==> config.mk <==
export PLATFORM = sky130hd
export DESIGN_NAME = quadrature_encoder_flat
export DESIGN_NICKNAME = d
export VERILOG_FILES = /design/src/rtl/quadrature_encoder_pkg.sv /design/src/rtl/quadrature_encoder_if.sv /design/src/rtl/quadrature_encoder_step_timer.sv /design/src/rtl/quadrature_encoder.sv /design/src/flat_wrapper.sv
export SDC_FILE = /design/constraint.sdc
export NUM_CORES = 1
export LEC_CHECK = 0
export BUFFER_PORTS_ARGS = -buffer_cell sky130_fd_sc_hd__buf_4
export CELL_PAD_IN_SITES_DETAIL_PLACEMENT = 2
export CELL_PAD_IN_SITES_GLOBAL_PLACEMENT = 2
export CORE_UTILIZATION = 36
export CTS_CLUSTER_SIZE = 8
export DETAILED_ROUTE_END_ITERATION = 7
export PLACE_DENSITY = 0.86
export SYNTH_ARGS = -nofsm -noshare
export SYNTH_HDL_FRONTEND = slang
export SYNTH_SLANG_ARGS = --single-unit
export TNS_END_PERCENT = 1
==> constraint.sdc <==
create_clock -name CLOCK -period 7 [get_ports CLOCK]
set_clock_uncertainty 0.2 [all_clocks]
set_input_delay 1.05 -clock CLOCK [delete_from_list [all_inputs] [get_ports CLOCK]]
set_output_delay 1.05 -clock CLOCK [all_outputs]
set_load 0.005 [all_outputs]
==> src/rtl/quadrature_encoder_pkg.sv <==
// Shared constants for the quadrature encoder: edges per click, the
// phase-to-{A,B} table and the controller state encoding.
package quadrature_encoder_pkg;

    localparam int EDGES_PER_CLICK = 4;

    localparam logic [1:0] PHASE_AB_0 = 2'b00;
    localparam logic [1:0] PHASE_AB_1 = 2'b10;
    localparam logic [1:0] PHASE_AB_2 = 2'b11;
    localparam logic [1:0] PHASE_AB_3 = 2'b01;

    typedef enum logic {
        ST_IDLE = 1'b0,
        ST_RUN  = 1'b1
    } enc_state_t;

    function automatic logic [1:0] phase_ab(input logic [1:0] phase);
        logic [1:0] ab;
        case (phase)
            2'd0:    ab = PHASE_AB_0;
            2'd1:    ab = PHASE_AB_1;
            2'd2:    ab = PHASE_AB_2;
            default: ab = PHASE_AB_3;
        endcase
        return ab;
    endfunction

endpackage

==> src/rtl/quadrature_encoder_if.sv <==
// Command/status bundle of the quadrature encoder; the controller side is the
// slave, whoever commands positions is the master.
interface quadrature_encoder_if #(
    parameter int WIDTH = 8
);
    logic [WIDTH-1:0] TARGET;
    logic             LOAD;
    logic             A;
    logic             B;
    logic             BUSY;
    logic             DONE;
    logic [WIDTH-1:0] EDGE_COUNT;

    modport master (
        output TARGET, LOAD,
        input  A, B, BUSY, DONE, EDGE_COUNT
    );

    modport slave (
        input  TARGET, LOAD,
        output A, B, BUSY, DONE, EDGE_COUNT
    );
endinterface

==> src/rtl/quadrature_encoder_step_timer.sv <==
// Edge-rate down-counter: reloads to STEP_DIV-1 on load or after reaching
// zero while enabled; tick marks the zero count.
module quadrature_encoder_step_timer #(
    parameter int STEP_DIV = 1000
) (
    input  logic CLOCK,
    input  logic RESET,
    input  logic load,
    input  logic en,
    output logic tick
);
    localparam int            CW     = $clog2(STEP_DIV);
    localparam logic [CW-1:0] RELOAD = CW'(STEP_DIV - 1);

    logic [CW-1:0] count_q;

    always_ff @(posedge CLOCK) begin
        if (RESET) begin
            count_q <= '0;
        end else if (load || (en && count_q == '0)) begin
            count_q <= RELOAD;
        end else if (en) begin
            count_q <= count_q - 1'b1;
        end
    end

    assign tick = (count_q == '0);

endmodule

==> src/rtl/quadrature_encoder.sv <==
// Quadrature A/B generator: walks a Gray-coded edge counter toward the
// commanded click position, one edge every STEP_DIV clocks.
//
// state   | meaning
// ST_IDLE | holding position, waiting for LOAD (or a LOAD that collided with DONE)
// ST_RUN  | stepping edge_q toward target_q, BUSY high
module quadrature_encoder #(
    parameter int STEP_DIV   = 1000,
    parameter int MAX_CLICKS = 25,
    parameter int WIDTH      = 8
) (
    input  logic                CLOCK,
    input  logic                RESET,
    quadrature_encoder_if.slave bus
);
    import quadrature_encoder_pkg::*;

    enc_state_t       state_q, state_d;
    logic [WIDTH-1:0] edge_q, edge_d;
    logic [WIDTH-1:0] target_q;
    logic [WIDTH-1:0] target_clamped;
    logic [WIDTH-1:0] target_edges;
    logic [1:0]       ab_q;
    logic             done_q, done_d;
    logic             pend_q, pend_d;
    logic             latch_tgt;
    logic             timer_load;
    logic             timer_en;
    logic             tick;
    logic             step;
    logic             at_target;

    assign target_clamped = (bus.TARGET > WIDTH'(MAX_CLICKS)) ? WIDTH'(MAX_CLICKS) : bus.TARGET;
    assign target_edges   = target_clamped * WIDTH'(EDGES_PER_CLICK);
    assign at_target      = (edge_q == target_q);

    quadrature_encoder_step_timer #(
        .STEP_DIV (STEP_DIV)
    ) u_step_timer (
        .CLOCK (CLOCK),
        .RESET (RESET),
        .load  (timer_load),
        .en    (timer_en),
        .tick  (tick)
    );

    always_ff @(posedge CLOCK) begin
        if (RESET) begin
            state_q <= ST_IDLE;
        end else begin
            state_q <= state_d;
        end
    end

    always_comb begin
        state_d    = state_q;
        done_d     = 1'b0;
        pend_d     = 1'b0;
        latch_tgt  = 1'b0;
        timer_load = 1'b0;
        timer_en   = 1'b0;
        step       = 1'b0;
        case (state_q)
            ST_IDLE: begin
                // A pending LOAD already latched its target on the DONE cycle
                if (bus.LOAD || pend_q) begin
                    state_d    = ST_RUN;
                    timer_load = 1'b1;
                    latch_tgt  = bus.LOAD;
                end
            end
            ST_RUN: begin
                latch_tgt = bus.LOAD;
                if (at_target) begin
                    done_d  = 1'b1;
                    pend_d  = bus.LOAD;
                    state_d = ST_IDLE;
                end else begin
                    timer_en = 1'b1;
                    step     = tick;
                end
            end
            default: state_d = ST_IDLE;
        endcase
    end

    // Direction uses the target in force before this edge, so a retarget
    // only affects steps after the LOAD cycle.
    always_comb begin
        edge_d = edge_q;
        if (step) begin
            edge_d = (edge_q < target_q) ? edge_q + 1'b1 : edge_q - 1'b1;
        end
    end

    always_ff @(posedge CLOCK) begin
        if (RESET) begin
            edge_q   <= '0;
            target_q <= '0;
            ab_q     <= 2'b00;
            done_q   <= 1'b0;
            pend_q   <= 1'b0;
        end else begin
            edge_q <= edge_d;
            ab_q   <= phase_ab(edge_d[1:0]);
            done_q <= done_d;
            pend_q <= pend_d;
            if (latch_tgt) begin
                target_q <= target_edges;
            end
        end
    end

    assign bus.A          = ab_q[1];
    assign bus.B          = ab_q[0];
    assign bus.BUSY       = (state_q == ST_RUN);
    assign bus.DONE       = done_q;
    assign bus.EDGE_COUNT = edge_q;

endmodule

==> src/flat_wrapper.sv <==
// flat-port wrapper written by rule: the top's interface ports become plain ports
module quadrature_encoder_flat import quadrature_encoder_pkg::*;
#(
    parameter int STEP_DIV   = 1000,
    parameter int MAX_CLICKS = 25,
    parameter int WIDTH      = 8
)
  (CLOCK, RESET, bus_TARGET, bus_LOAD, bus_A, bus_B, bus_BUSY, bus_DONE, bus_EDGE_COUNT);
  quadrature_encoder_if #(.WIDTH(WIDTH)) bus_i ();
  input  logic CLOCK;
  input  logic RESET;
  input wire logic [$bits(bus_i.TARGET)-1:0] bus_TARGET;
  input wire logic [$bits(bus_i.LOAD)-1:0] bus_LOAD;
  output wire logic [$bits(bus_i.A)-1:0] bus_A;
  output wire logic [$bits(bus_i.B)-1:0] bus_B;
  output wire logic [$bits(bus_i.BUSY)-1:0] bus_BUSY;
  output wire logic [$bits(bus_i.DONE)-1:0] bus_DONE;
  output wire logic [$bits(bus_i.EDGE_COUNT)-1:0] bus_EDGE_COUNT;
  assign bus_i.TARGET = bus_TARGET;
  assign bus_i.LOAD = bus_LOAD;
  assign bus_A = bus_i.A;
  assign bus_B = bus_i.B;
  assign bus_BUSY = bus_i.BUSY;
  assign bus_DONE = bus_i.DONE;
  assign bus_EDGE_COUNT = bus_i.EDGE_COUNT;
  quadrature_encoder #(.STEP_DIV(STEP_DIV), .MAX_CLICKS(MAX_CLICKS), .WIDTH(WIDTH)) u_core (.CLOCK(CLOCK), .RESET(RESET), .bus(bus_i));
endmodule
# Word-level counts from Yosys, hierarchy flattened

Cells that the tools add are included.

Add/subtract/negate cells: 3
Magnitude comparators: 2
Equality and inequality tests: 3
Multiplexer cells: 16
Bitwise gates (word level): 2
Reduce and logical (&&, ||, !) cells: 9

Operators by type and width:

| cell                                                           | count |
|---|---|
| 2-to-1 mux 10 bit                                              | 2 |
| zero test 10 bit                                               | 1 |
| subtractor 10 x 1 -> 10 bit (second input constant)            | 1 |
| adder 8 x 1 -> 8 bit (second input constant)                   | 1 |
| equality test 8 bit                                            | 1 |
| greater-than comparator 8 x 5 -> 1 bit (second input constant) | 1 |
| < comparator 8 bit                                             | 1 |
| 2-to-1 mux 1 bit                                               | 8 |
| 2-to-1 mux 8 bit                                               | 1 |
| subtractor 8 x 1 -> 8 bit (second input constant)              | 1 |
| 2-to-1 mux 6 bit                                               | 1 |
| case mux 2 bit (3 select lines)                                | 1 |
| case mux 1 bit (2 select lines)                                | 2 |
| OR reduction 2 bit                                             | 2 |
| OR reduction 3 bit                                             | 1 |
| equality test 2 x 1 -> 1 bit (second input constant)           | 1 |
| equality test 2 bit (second input constant)                    | 1 |
| zero test 2 bit                                                | 1 |
| logical OR 1 bit                                               | 2 |
| 2-to-1 mux 2 bit                                               | 1 |
| NOT 1 bit                                                      | 2 |
| nonzero test 2 bit                                             | 1 |
| logical AND 1 bit                                              | 1 |

Bits in registers: 29
Input port bits: 11
Output and inout bits: 12
Logic and storage cells: 44

# Logic depth before layout (Yosys ltp)

Gate-level depths: netlist (run 1).

Depth after elaboration: 6
Depth in mapped cells: 13
Mapped depth without buffers: 13

# Hierarchy

A second synthesis (run 1) with hierarchy kept.

Cells, all modules: 195
Area total of the unflattened synthesis: 1745.4 um^2

Modules (own cells, without submodules):

| module                        | times used | cells an instance | area an instance (um^2) | sequential area each (um^2) |
|---|---|---|---|---|
| quadrature_encoder            | 1          | 126               | 1158.6                  | 380.4 |
| quadrature_encoder_step_timer | 1          | 69                | 586.8                   | 200.2 |

# Worst setup path after synthesis (run 1)

OpenSTA, ideal clock, no wires.

Kind: flip-flop to flip-flop
From: register u_core.edge_q[6] (netlist: u_core.bus.EDGE_COUNT[6])
To: register u_core.edge_q[7] (netlist: u_core.bus.EDGE_COUNT[7])
Library setup time: 0.070 ns
Arrival: 2.850 ns
Required time: 6.730 ns
Path slack: 3.879 ns
Stages on the path, launching flop included: 13
Buffers on the path: 0
Period minus slack after synthesis: 3.121 ns
Cell sequence: dfxtp_1 -> ha_1 -> a21oi_1 -> nand2_1 -> a211oi_1 -> inv_1 -> ha_1 -> a21oi_1 -> o211ai_1 -> o41ai_1 -> xnor2_1 -> or3_1 -> a21oi_1

Cells in the longest elaborated chain, start to end: 3
Elaborated cells between the ends (all ways): 7
Those cells by class: add/sub (2); order compare (1); eq/ne (1); mux (3)

Ends and longest elaborated chain:

| what                                                              | RTL line                  | source |
|---|---|---|
| start: declaration                                                | quadrature_encoder.sv:19  | `logic [WIDTH-1:0] edge_q, edge_d;` |
| start signal: assignment                                          | quadrature_encoder.sv:104 | `edge_q <= edge_d;` |
| branches (longest 3 deep; another with subtractor 8 x 1 -> 8 bit) | n/a                       |  |

Several ways; the timed one is not identified.
A chain may end at the register's enable or synchronous reset.

# Final worst setup path (run 1)

Ends and elaborated chain as after synthesis.

==> impl_metrics.env, run 1 <==
export IMPL_status="finished clean"
export IMPL_routed_wl_um=4617
export IMPL_crit_chain="ha_1 > a21oi_1 > nand2_1 > a211oi_1 > inv_1 > ha_1 > a21oi_1 > o211ai_1 > o41ai_1 > xnor2_1 > or3_1 > a21oi_1"
export IMPL_holdPathStages=2
export IMPL_cts_resized=0
export IMPL_detail_route_antenna_nets=0
export IMPL_synth_area_leaders="dfxtp_1 36%, ha_1 12%, a21oi_1 5.0%"
export IMPL_worstPathArrival_ns=3.82
export IMPL_yosysSeqAreaShare_pct=36.11
export IMPL_die_width_um=68.83
export IMPL_antenna_found_initial=0
export IMPL_port_buffers=22
export IMPL_coreArea_um2=4144
export IMPL_cpLargestDelayFamily="compound AO/OA/AOI/OAI gates"
export IMPL_syn_inst=187
export IMPL_syn_nets=215
export IMPL_ys_top_cells_by_count="29 x dfxtp_1, 18 x nor2_1, 16 x a21oi_1, 16 x ha_1, 16 x inv_1"
export IMPL_die_h_um=68.83
export IMPL_finalNonFillerCells=260
export IMPL_root_buffer="clkbuf_8"
export IMPL_grt_pass1_vias=1594
export IMPL_wl_per_cell_um=17.76
export IMPL_grt_max_degree=30
export IMPL_max_slew_margin_rel_pct=60.37
export IMPL_post_cts_setup_buffer_count=0
export IMPL_path_common_cell="a21oi_1"
export IMPL_cp_max_fo=6
export IMPL_p_total_mw=0.4224
export IMPL_nets=237
export IMPL_crit_path_start_kind="register"
export IMPL_ios=23
export IMPL_grt_usage_pct=22.24
export IMPL_tightest_slew_ns=0.5944
export IMPL_rrSetupSlack_ns=3.20
export IMPL_irDropWorstVdd_mv=0.09599
export IMPL_num_fill_cells=478
export IMPL_start_util_pct=38.80
export IMPL_cts_sinks=29
export IMPL_r2r_end="u_core.bus.EDGE_COUNT[7]$_SDFFE_PP0P_"
export IMPL_cts_tree="yes"
export IMPL_critPathSlowestCell="a211oi_1"
export IMPL_synth_edf_count=0
export IMPL_clk_latency_ns=0.29
export IMPL_min_to="u_core.target_q[7]$_SDFFE_PP0P_"
export IMPL_cts_buffers=5
export IMPL_syn_cell_area_um2=1608
export IMPL_cp_end_kind="register"
export IMPL_drt_iter0_markers=27
export IMPL_clk_pin_slew_ns=0.06
export IMPL_drcViolationCount=0
export IMPL_gp_congestion=0.8032
export IMPL_finalSetupTns_ns=0
export IMPL_setup_violations=0
export IMPL_ys_flop_type="dfxtp_1"
export IMPL_synthArstFlopShare_pct=0
export IMPL_period_share_pct=54.34
export IMPL_ys_seq_elements=29
export IMPL_power_density_nw_per_um2=222.0
export IMPL_avgSynthCellArea_um2=8.598
export IMPL_reg2reg_depth=12
export IMPL_clk_path_buf_depth=2
export IMPL_timing_rr_start="u_core.bus.EDGE_COUNT[6]$_SDFFE_PP0P_"
export IMPL_synth_cell_types=41
export IMPL_dieArea_um2=4738
export IMPL_leakage_nw=0.8307
export IMPL_place_inst=252
export IMPL_area_growth_pct=18.37
export IMPL_antennaDiodeCount=0
export IMPL_yosys_area_top_type="dfxtp_1"
export IMPL_hp_start="u_core.target_q[7]$_SDFFE_PP0P_"
export IMPL_drv_cap=0
export IMPL_path_buf_inv=1
export IMPL_grt_pass1_wl_um=7472
export IMPL_hold_buffers=0
export IMPL_htreeDepth=2
export IMPL_dr_pass1_iters=4
export IMPL_vias=1407
export IMPL_hp_class="register to register"
export IMPL_drv_slew=0
export IMPL_fp_row_count=23
export IMPL_required_ns=7.02
export IMPL_criticalPathCategory="register to register"
export IMPL_dp_final_hpwl_um=3263
export IMPL_grt_overflow=0
export IMPL_ys_warn_count=0
export IMPL_cp_startpoint="u_core.bus.EDGE_COUNT[6]$_SDFFE_PP0P_"
export IMPL_viasPerCell=5.412
export IMPL_final_layout_size_suffix_gt1_share_pct=17.14
export IMPL_clock_fmax_mhz=262.9
export IMPL_critPathMaxStageDelay_ns=0.51
export IMPL_hold_viol=0
export IMPL_yosys_area_top_type_share_pct=36.11
export IMPL_synth_most_common_cell="dfxtp_1"
export IMPL_rsz0062_at_grt="no"
export IMPL_finalCriticalPeriod_ns=3.804
[area by class of cell]
class,instances,area (um2),area share (%)
clock buffer,7,96.34,5.062
inverter,16,60.06,3.156
multi-input combinational,135,933.4,49.05
clock inverter,1,5.005,0.2630
timing repair buffer,22,165.2,8.678
sequential,29,580.6,30.51
tap,50,62.56,3.287
[sequential cells by signal, summed over array words and instances (netlist names)]
name	flops
u_core.u_step_timer.count_q	10
u_core.bus.EDGE_COUNT	8
u_core.target_q	6
u_core.ab_q	2
u_core.bus.BUSY	1
u_core.bus.DONE	1
u_core.pend_q	1
[worst max path at each step]
stage | end | cells after the start
detailed placement | u_core.bus.EDGE_COUNT[7]$_SDFFE_PP0P_ | 12
CTS | u_core.bus.EDGE_COUNT[7]$_SDFFE_PP0P_ | 12
global placement | u_core.bus.EDGE_COUNT[7]$_SDFFE_PP0P_ | 12
global route | u_core.bus.EDGE_COUNT[7]$_SDFFE_PP0P_ | 13
finish | u_core.bus.EDGE_COUNT[7]$_SDFFE_PP0P_ | 12
floorplan | u_core.bus.EDGE_COUNT[7]$_SDFFE_PP0P_ | 12
[worst register-to-register path: stages (launching register included)]
cell      delay, ns
dfxtp_1        0.35
ha_1           0.35
a21oi_1        0.20
nand2_1        0.09
a211oi_1       0.51
inv_1          0.26
ha_1           0.33
a21oi_1        0.21
o211ai_1       0.17
o41ai_1        0.46
xnor2_1        0.14
or3_1          0.33
a21oi_1        0.14
[stage by stage]
stage                     utilization, %  hold slack [ns]  instance area, um2  worst slack, ns
after global placement             43.48           0.2497                1802            3.673
after floorplan                        -           0.2279                1608            3.879
after global routing               45.92           0.3017                1903            2.891
after detailed placement           43.48           0.2806                1802            3.414
final                              45.92           0.2827                1903            3.196
after CTS                          45.92           0.2941                1903            3.210
[metal layers]
layer  global-route usage, %  wire length [um]  up-vias  share of wire [%]
met4                   7.908                68        0                1.5
met5                       0                 0        -                  0
met3                   5.099               133        7                2.9
met2                   42.89              2493       23                 54
met1                   23.21              1921      694                 42
li1                        -                 -      683                  -
[cell families (layout without fill, tap and decap cells)]
group                      count (synthesis)  count (layout)  share of synthesized area, %
and+or+nand+nor                           69              69                         22.96
adders and majority gates                 17              17                         13.70
xor gates and xnor gates                  14              14                         7.627
buffers and inverters                     23              46                         5.837
DFF                                       29              29                         36.11
AOI/OAI and AO/OA                         35              35                         13.78
[power by group]
group,internal (mW),switching (mW),total [mW],leakage (nW)
logic,0.0345,0.0459,0.0804,0.539
clock network,0.0888,0.0679,0.157,0.0542
registers,0.176,0.00976,0.185,0.238
[cells in the final DEF, fill, tap and decap left out, types with 2 or more instances in the layout]
| cell type | count |
|---|---|
| dfxtp_1 | 29 |
| buf_4 | 22 |
| nor2_1 | 18 |
| inv_1 | 16 |
| a21oi_1 | 16 |
| ha_1 | 16 |
| nand2_1 | 13 |
| xor2_1 | 8 |
| nor3_1 | 7 |
| clkbuf_8 | 7 |
| nand3_1 | 6 |
| xnor2_1 | 6 |
| o21a_1 | 4 |
| nand2b_1 | 3 |
| a211oi_1 | 3 |
| nor2b_1 | 3 |
| nor4_1 | 2 |
| or3_1 | 2 |
| o21ai_0 | 2 |
| nand3b_1 | 2 |
| and3b_1 | 2 |
| o41ai_1 | 2 |
| a31oi_1 | 2 |
| a2bb2oi_1 | 2 |
Power figures use the tool's default switching activity.
==> run 2: changes to the inputs <==
--- a/config.mk
+++ b/config.mk
@@ -8,10 +8,10 @@
 export BUFFER_PORTS_ARGS = -buffer_cell sky130_fd_sc_hd__buf_4
 export CELL_PAD_IN_SITES_DETAIL_PLACEMENT = 2
 export CELL_PAD_IN_SITES_GLOBAL_PLACEMENT = 2
-export CORE_UTILIZATION = 36
+export CORE_UTILIZATION = 30
 export CTS_CLUSTER_SIZE = 8
 export DETAILED_ROUTE_END_ITERATION = 7
-export PLACE_DENSITY = 0.86
+export PLACE_DENSITY = 0.77
 export SYNTH_ARGS = -nofsm -noshare
 export SYNTH_HDL_FRONTEND = slang
 export SYNTH_SLANG_ARGS = --single-unit
==> constraint.sdc (replaced) <==
create_clock -name CLOCK -period 3.4 [get_ports CLOCK]
set_clock_uncertainty 0.2 [all_clocks]
set_input_delay 0.51 -clock CLOCK [delete_from_list [all_inputs] [get_ports CLOCK]]
set_output_delay 0.51 -clock CLOCK [all_outputs]
set_load 0.005 [all_outputs]
==> run 2 against run 1 <==
Flip-flop and latch count unchanged. Sequential share of layout area shrank 1.2 points. Critical path depth grew 1. Worst setup slack got worse by 3.0 ns. Cell count up 8.8%. First-iteration DRC count up 7.4%. Sequential power rose by 110%. Global-route usage decreased by 5.2 points. Total power grew 120%. Critical endpoint unchanged.
==> impl_metrics.env, run 2 (synthesized netlist as in run 1, its figures left out) <==
export IMPL_mostFrequentLayoutCells="29 x dfxtp_1, 25 x buf_4, 18 x nor2_1, 16 x a21oi_1, 16 x ha_1"
export IMPL_p_sw_share_pct=27.45
export IMPL_dieArea_um2=5656
export IMPL_cts_buffers=5
export IMPL_placed_area_um2=1849
export IMPL_ios=23
export IMPL_drcViolationCount=0
export IMPL_cts_sinks=29
export IMPL_antennaDiodeCount=0
export IMPL_gp_congestion=0.7308
export IMPL_reg2reg_depth=13
export IMPL_cpLargestDelayFamily="compound AO/OA/AOI/OAI gates"
export IMPL_holdPathStages=3
export IMPL_required_ns=3.41
export IMPL_finalCriticalPeriod_ns=3.229
export IMPL_crit_chain="inv_1 > ha_1 > nand4_1 > a21oi_1 > a211oi_2 > inv_2 > ha_1 > a21oi_1 > o211ai_1 > o41ai_2 > xnor2_1 > or3_1 > a21oi_1"
export IMPL_grt_pass1_vias=1430
export IMPL_dp_final_hpwl_um=3001
export IMPL_p_seq_share_pct=40.8
export IMPL_post_cts_setup_buffer_count=0
export IMPL_cts_tree="yes"
export IMPL_routed_wl_um=4398
export IMPL_grt_overflow=0
export IMPL_grtUsageMet3_pct=3.748
export IMPL_clock_fmax_mhz=309.7
export IMPL_grt_use_met2_pct=30.93
export IMPL_clk_latency_ns=0.29
export IMPL_r2r_end="u_core.bus.EDGE_COUNT[7]$_SDFFE_PP0P_"
export IMPL_p_int_mw=0.6760
export IMPL_postLayoutCoreUtil_pct=38.49
export IMPL_drt_iter0_markers=29
export IMPL_min_to="u_core.target_q[4]$_SDFFE_PP0P_"
export IMPL_nets=240
export IMPL_hp_class="primary input to register"
export IMPL_tightest_slew_ns=0.6953
export IMPL_worstPathArrival_ns=3.24
export IMPL_die_width_um=75.21
export IMPL_criticalPathCategory="register to register"
export IMPL_rrSetupSlack_ns=0.17
export IMPL_max_slew_margin_rel_pct=53.65
export IMPL_grt_pass1_wl_um=6989
export IMPL_root_buffer="clkbuf_8"
export IMPL_viasPerCell=4.954
export IMPL_finalSetupTns_ns=0
export IMPL_critPathMaxStageDelay_ns=0.33
export IMPL_hold_viol=0
export IMPL_layout_commonest_cell="dfxtp_1"
export IMPL_dr_pass1_iters=4
export IMPL_power_density_nw_per_um2=471.1
export IMPL_finalInstanceArea_um2=1978
export IMPL_timing_rr_start="u_core.target_q[7]$_SDFFE_PP0P_"
export IMPL_port_buffers=22
export IMPL_coreArea_um2=5140
export IMPL_wl_per_cell_um=15.54
export IMPL_hp_start="bus_TARGET[2]"
export IMPL_regMostFlops="u_core.u_step_timer.count_q"
export IMPL_clk_pin_slew_ns=0.06
export IMPL_gr_usage_met1_pct=19.30
export IMPL_path_common_cell="a21oi_1"
export IMPL_grt_usage_pct=17.01
export IMPL_leakage_nw=0.8587
export IMPL_antenna_found_initial=0
export IMPL_area_growth_pct=23.04
export IMPL_period_share_pct=94.98
export IMPL_largest_reg_flops=10
export IMPL_status="finished clean"
export IMPL_htreeDepth=2
export IMPL_drv_cap=0
export IMPL_cp_max_fo=6
export IMPL_critPathSlowestCell="or3_1"
export IMPL_detail_route_antenna_nets=0
export IMPL_comb_power_share_pct=18.5
export IMPL_pwr_share_clk_pct=40.7
export IMPL_drv_slew=0
export IMPL_path_buf_inv=2
export IMPL_irDropWorstVdd_mv=0.1752
export IMPL_start_util_pct=31.28
export IMPL_holdWs_ns=0.2598
export IMPL_grt_busiest_layer="met2"
export IMPL_vias=1402
export IMPL_clk_path_buf_depth=2
export IMPL_num_fill_cells=634
export IMPL_fp_row_count=26
export IMPL_p_sw_mw=0.2558
export IMPL_final_layout_size_suffix_gt1_share_pct=19.25
export IMPL_setup_violations=0
export IMPL_grt_max_degree=30
export IMPL_cp_end_kind="register"
export IMPL_die_h_um=75.21
export IMPL_crit_path_start_kind="register"
==> run 2: metrics by stage <==
stage / power [mW] / worst slack (ns) / instances
floorplan: 0.5035 / 0.2795 / 187
global placement: 0.5505 / 0.2564 / 275
detailed placement: 0.5580 / 0.1423 / 275
CTS: 0.9495 / 0.07716 / 283
global route: 0.9795 / -0.04571 / 283
finish: 0.9318 / 0.1708 / 283
==> run 2: worst max path at each step <==
| stage | to | cells after the start | from |
|---|---|---|---|
| 2_1_floorplan | u_core.bus.EDGE_COUNT[7]$_SDFFE_PP0P_ | 12 | u_core.bus.EDGE_COUNT[6]$_SDFFE_PP0P_ |
| 3_3_place_gp | u_core.bus.EDGE_COUNT[7]$_SDFFE_PP0P_ | 12 | u_core.bus.EDGE_COUNT[5]$_SDFFE_PP0P_ |
| 3_5_place_dp | u_core.bus.EDGE_COUNT[7]$_SDFFE_PP0P_ | 12 | u_core.bus.EDGE_COUNT[5]$_SDFFE_PP0P_ |
| 4_1_cts | u_core.bus.EDGE_COUNT[7]$_SDFFE_PP0P_ | 13 | u_core.target_q[7]$_SDFFE_PP0P_ |
| 5_1_grt | u_core.bus.EDGE_COUNT[7]$_SDFFE_PP0P_ | 13 | u_core.target_q[7]$_SDFFE_PP0P_ |
| 6_report | u_core.bus.EDGE_COUNT[7]$_SDFFE_PP0P_ | 13 | u_core.target_q[7]$_SDFFE_PP0P_ |
==> run 2: power groups by stage <==
stage | sequential, mW | clock (mW) | combinational (mW)
floorplan | 0.383 | 0 | 0.121
global placement | 0.387 | 0 | 0.164
detailed placement | 0.388 | 0 | 0.170
CTS | 0.380 | 0.394 | 0.175
global route | 0.383 | 0.402 | 0.194
finish | 0.380 | 0.379 | 0.172
==> run 2: metal layers <==
metal / routed length (um) / vias up / share of wire [%]
met5: 0 / - / 0
met4: 91 / 0 / 2.1
met3: 110 / 9 / 2.5
met2: 2382 / 22 / 54
met1: 1813 / 681 / 41
li1: - / 690 / -
==> run 2: layout make-up <==
| cell class | count | area, um2 | area share [%] |
|---|---|---|---|
| Tap cell | 70 | 87.58 | 4.428 |
| Inverter | 16 | 60.06 | 3.036 |
| Clock buffer | 7 | 86.33 | 4.364 |
| Timing Repair Buffer | 25 | 187.7 | 9.488 |
| Sequential cell | 29 | 580.6 | 29.35 |
| Multi-Input combinational cell | 135 | 945.9 | 47.82 |
| Clock inverter | 1 | 30.03 | 1.518 |
==> run 2: what timing repair did <==
action / 4_1_cts / 5_1_grt
setup endpoints to repair: 1 / 1
resized for setup: 1 / 2
hold buffers: 0 / 0
==> run 2: worst reg2reg max path, cell delays in order, from the launching register on <==
cell,delay [ns]
dfxtp_1,0.32
inv_1,0.07
ha_1,0.32
nand4_1,0.18
a21oi_1,0.08
a211oi_2,0.29
inv_2,0.14
ha_1,0.29
a21oi_1,0.18
o211ai_1,0.16
o41ai_2,0.25
xnor2_1,0.12
or3_1,0.33
a21oi_1,0.20
==> run 3: changes to the inputs <==
--- a/config.mk
+++ b/config.mk
@@ -8,11 +8,12 @@
 export BUFFER_PORTS_ARGS = -buffer_cell sky130_fd_sc_hd__buf_4
 export CELL_PAD_IN_SITES_DETAIL_PLACEMENT = 2
 export CELL_PAD_IN_SITES_GLOBAL_PLACEMENT = 2
-export CORE_UTILIZATION = 30
+export CORE_UTILIZATION = 31
 export CTS_CLUSTER_SIZE = 8
 export DETAILED_ROUTE_END_ITERATION = 7
-export PLACE_DENSITY = 0.77
+export PLACE_DENSITY = 0.78
 export SYNTH_ARGS = -nofsm -noshare
 export SYNTH_HDL_FRONTEND = slang
+export SYNTH_HIERARCHICAL = 1
 export SYNTH_SLANG_ARGS = --single-unit
 export TNS_END_PERCENT = 1
==> run 3 against run 2 <==
Total power fell by 4.3%. Synthesized area rose by 8.6%. Fmax rose by 2.9%. Non-clock buffer count rose by 2. Design area rose by 4.6%. Critical path type unchanged. Flip-flop and latch count did not move. Synthesized cell count rose by 4.3%. Critical endpoint is now u_core/bus.EDGE_COUNT[7]$_SDFFE_PP0P_. Highest routed layer unchanged. Sequential power rose by 2%. Critical path depth fell by 1. Global-route usage rose by 0.23 points. Count of clock-buffer cells in the layout fell by 1.
==> impl_metrics.env, run 3 <==
export IMPL_coreArea_um2=5270
export IMPL_status="finished clean"
export IMPL_regMostFlops="u_core/u_step_timer/count_q"
export IMPL_cp_end_kind="register"
export IMPL_hold_buffers=0
export IMPL_dieArea_um2=5934
export IMPL_hp_class="primary input to register"
export IMPL_worstPathArrival_ns=3.15
export IMPL_die_width_um=77.04
export IMPL_yosys_area_top_type_share_pct=33.26
export IMPL_syn_nets=222
export IMPL_htreeDepth=2
export IMPL_drv_cap=0
export IMPL_pwr_share_clk_pct=34.0
export IMPL_setup_violations=0
export IMPL_required_ns=3.41
export IMPL_start_util_pct=33.12
export IMPL_synth_area_leaders="dfxtp_1 33%, ha_1 11%, nor2_1 4.7%"
export IMPL_tightest_slew_ns=1.010
export IMPL_irDropWorstVdd_mv=0.2624
export IMPL_layout_commonest_cell="dfxtp_1"
export IMPL_leakage_nw=0.9019
export IMPL_clk_pin_slew_ns=0.07
export IMPL_postLayoutCoreUtil_pct=39.27
export IMPL_rsz0062_at_grt="no"
export IMPL_synth_most_common_cell="dfxtp_1"
export IMPL_p_sw_share_pct=30.83
export IMPL_viasPerCell=5.233
export IMPL_multiInputGateArea_um2=1046
export IMPL_clk_latency_ns=0.28
export IMPL_ys_top_cells_by_count="29 x dfxtp_1, 22 x nor2_1, 15 x ha_1, 15 x inv_1"
export IMPL_antennaDiodeCount=0
export IMPL_drcViolationCount=0
export IMPL_placed_area_um2=1958
export IMPL_vias=1528
export IMPL_root_buffer="clkbuf_8"
export IMPL_fp_row_count=26
export IMPL_drt_iter0_markers=39
export IMPL_nets=248
export IMPL_p_sw_mw=0.2750
export IMPL_ys_seq_elements=29
export IMPL_clock_fmax_mhz=318.8
export IMPL_final_layout_size_suffix_gt1_share_pct=21.17
export IMPL_dp_final_hpwl_um=3366
export IMPL_ios=23
export IMPL_synth_edf_count=0
export IMPL_cts_sinks=29
export IMPL_largest_reg_flops=10
export IMPL_syn_inst=195
export IMPL_clk_path_buf_depth=2
export IMPL_routed_wl_um=4682
export IMPL_grt_pass1_vias=1611
export IMPL_antenna_found_initial=0
export IMPL_period_share_pct=92.26
export IMPL_max_slew_margin_rel_pct=32.39
export IMPL_die_h_um=77.04
export IMPL_hold_viol=0
export IMPL_synth_cell_types=49
export IMPL_syn_cell_area_um2=1745
export IMPL_yosysSeqAreaShare_pct=33.26
export IMPL_p_seq_share_pct=43.3
export IMPL_drv_slew=0
export IMPL_ys_warn_count=6
export IMPL_comb_power_share_pct=22.7
export IMPL_grt_usage_pct=17.24
export IMPL_p_int_mw=0.6170
export IMPL_setup_ws_ns=0.2631
export IMPL_cts_tree="yes"
export IMPL_cts_buffers=5
export IMPL_post_place_ws_ns=0.1325
export IMPL_num_fill_cells=629
export IMPL_cp_max_fo=6
export IMPL_port_buffers=22
export IMPL_grt_max_degree=32
export IMPL_synthArstFlopShare_pct=0
export IMPL_gp_congestion=0.7232
export IMPL_area_growth_pct=18.57
export IMPL_wl_per_cell_um=16.03
export IMPL_power_density_nw_per_um2=431.0
export IMPL_mostFrequentLayoutCells="29 x dfxtp_1, 27 x buf_4, 22 x nor2_1, 15 x ha_1, 14 x inv_1"
export IMPL_ff_latch_area_um2=580.6
export IMPL_criticalPathCategory="register to register"
export IMPL_detail_route_antenna_nets=0
export IMPL_finalCriticalPeriod_ns=3.137
export IMPL_finalInstanceArea_um2=2069
export IMPL_yosys_area_top_type="dfxtp_1"
export IMPL_dr_pass1_iters=3
export IMPL_grt_overflow=0
export IMPL_ys_flop_type="dfxtp_1"
export IMPL_grt_pass1_wl_um=8093
export IMPL_avgSynthCellArea_um2=8.951
export IMPL_crit_path_start_kind="register"
export IMPL_finalSetupTns_ns=0
export IMPL_p_total_mw=0.8920
-- run 3: cell types whose count changed after synthesis, sizes merged, moves of 3 or more --
cell | before | now
nor2b | 3 | 7
nand2 | 13 | 6
a21oi | 16 | 9
or4 | 1 | 4
nor4 | 2 | 5
nor2 | 20 | 23
o21a | 4 | 0
a21o | 0 | 4
xor2 | 8 | 3
-- run 3: worst paths after layout --
| check | startpoint | to | slack [ns] | cells after the start |
|---|---|---|---|---|
| max | u_core/bus.EDGE_COUNT[6]$_SDFFE_PP0P_ | u_core/bus.EDGE_COUNT[7]$_SDFFE_PP0P_ | 0.26 | 12 |
| min | bus_LOAD | u_core/target_q[7]$_SDFFE_PP0P_ | 0.27 | 2 |
| max reg2reg | u_core/bus.EDGE_COUNT[6]$_SDFFE_PP0P_ | u_core/bus.EDGE_COUNT[7]$_SDFFE_PP0P_ | 0.26 | 12 |
| min reg2reg | u_core/target_q[7]$_SDFFE_PP0P_ | u_core/target_q[7]$_SDFFE_PP0P_ | 0.27 | 2 |
-- run 3: critical path, stage by stage, from the launching register on --
cell and delay, ns:
dfxtp_1 0.34, ha_1 0.34, a21oi_1 0.15, nand2_1 0.11, a211oi_4 0.28, inv_2 0.13, ha_1 0.36, a21o_1 0.22
a31o_1 0.24, a21oi_2 0.13, xnor2_1 0.09, or3_1 0.31, a21oi_1 0.15
-- run 3: area by class of cell --
class / count / area share (%)
Clock inverter: 2 / 0.6651
Timing Repair Buffer: 27 / 9.794
Tap cell: 70 / 4.232
Clock buffer: 6 / 3.990
Inverter: 15 / 2.721
Multi-Input combinational cell: 143 / 50.54
Sequential cell: 29 / 28.05
-- run 3: through the flow --
step	hold slack [ns]	instances
floorplan	0.2273	195
global placement	0.2446	282
detailed placement	0.2547	282
CTS	0.2617	290
global route	0.2750	292
finish	0.2666	292
-- run 3: logic make-up (layout without fill, tap and decap cells) --
family          count (synthesis)  after routing  share of synthesized area [%]
simple gates                   78             78                          25.59
mux                             2              2                          1.147
buf+inv                        23             50                          6.809
xor+xnor                        8              8                          5.090
compound gates                 39             39                          16.20
flops                          29             29                          33.26
fa+ha+maj                      16             16                          11.90
-- run 3: layer usage --
metal | GRT usage [%] | up-vias | share of wire, %
met1 | 22.39 | 750 | 49
met5 | 0 | - | 0
met4 | 5.660 | 0 | 1.1
li1 | - | 753 | -
met3 | 3.929 | 5 | 3.1
met2 | 28.04 | 20 | 47
-- run 3: what timing repair did --
| action | CTS | global route |
|---|---|---|
| buffers inserted | 0 | 2 |
| resized for setup | 0 | 1 |
| endpoints found under the setup margin | 0 | 1 |
-- run 3: power groups by stage --
| stage | Sequential (mW) | Clock (mW) | Combinational [mW] |
|---|---|---|---|
| 6_report | 0.386 | 0.303 | 0.203 |
| 5_1_grt | 0.390 | 0.328 | 0.226 |
| 3_3_place_gp | 0.393 | 0 | 0.187 |
| 2_1_floorplan | 0.386 | 0 | 0.139 |
| 3_5_place_dp | 0.394 | 0 | 0.195 |
| 4_1_cts | 0.386 | 0.317 | 0.199 |
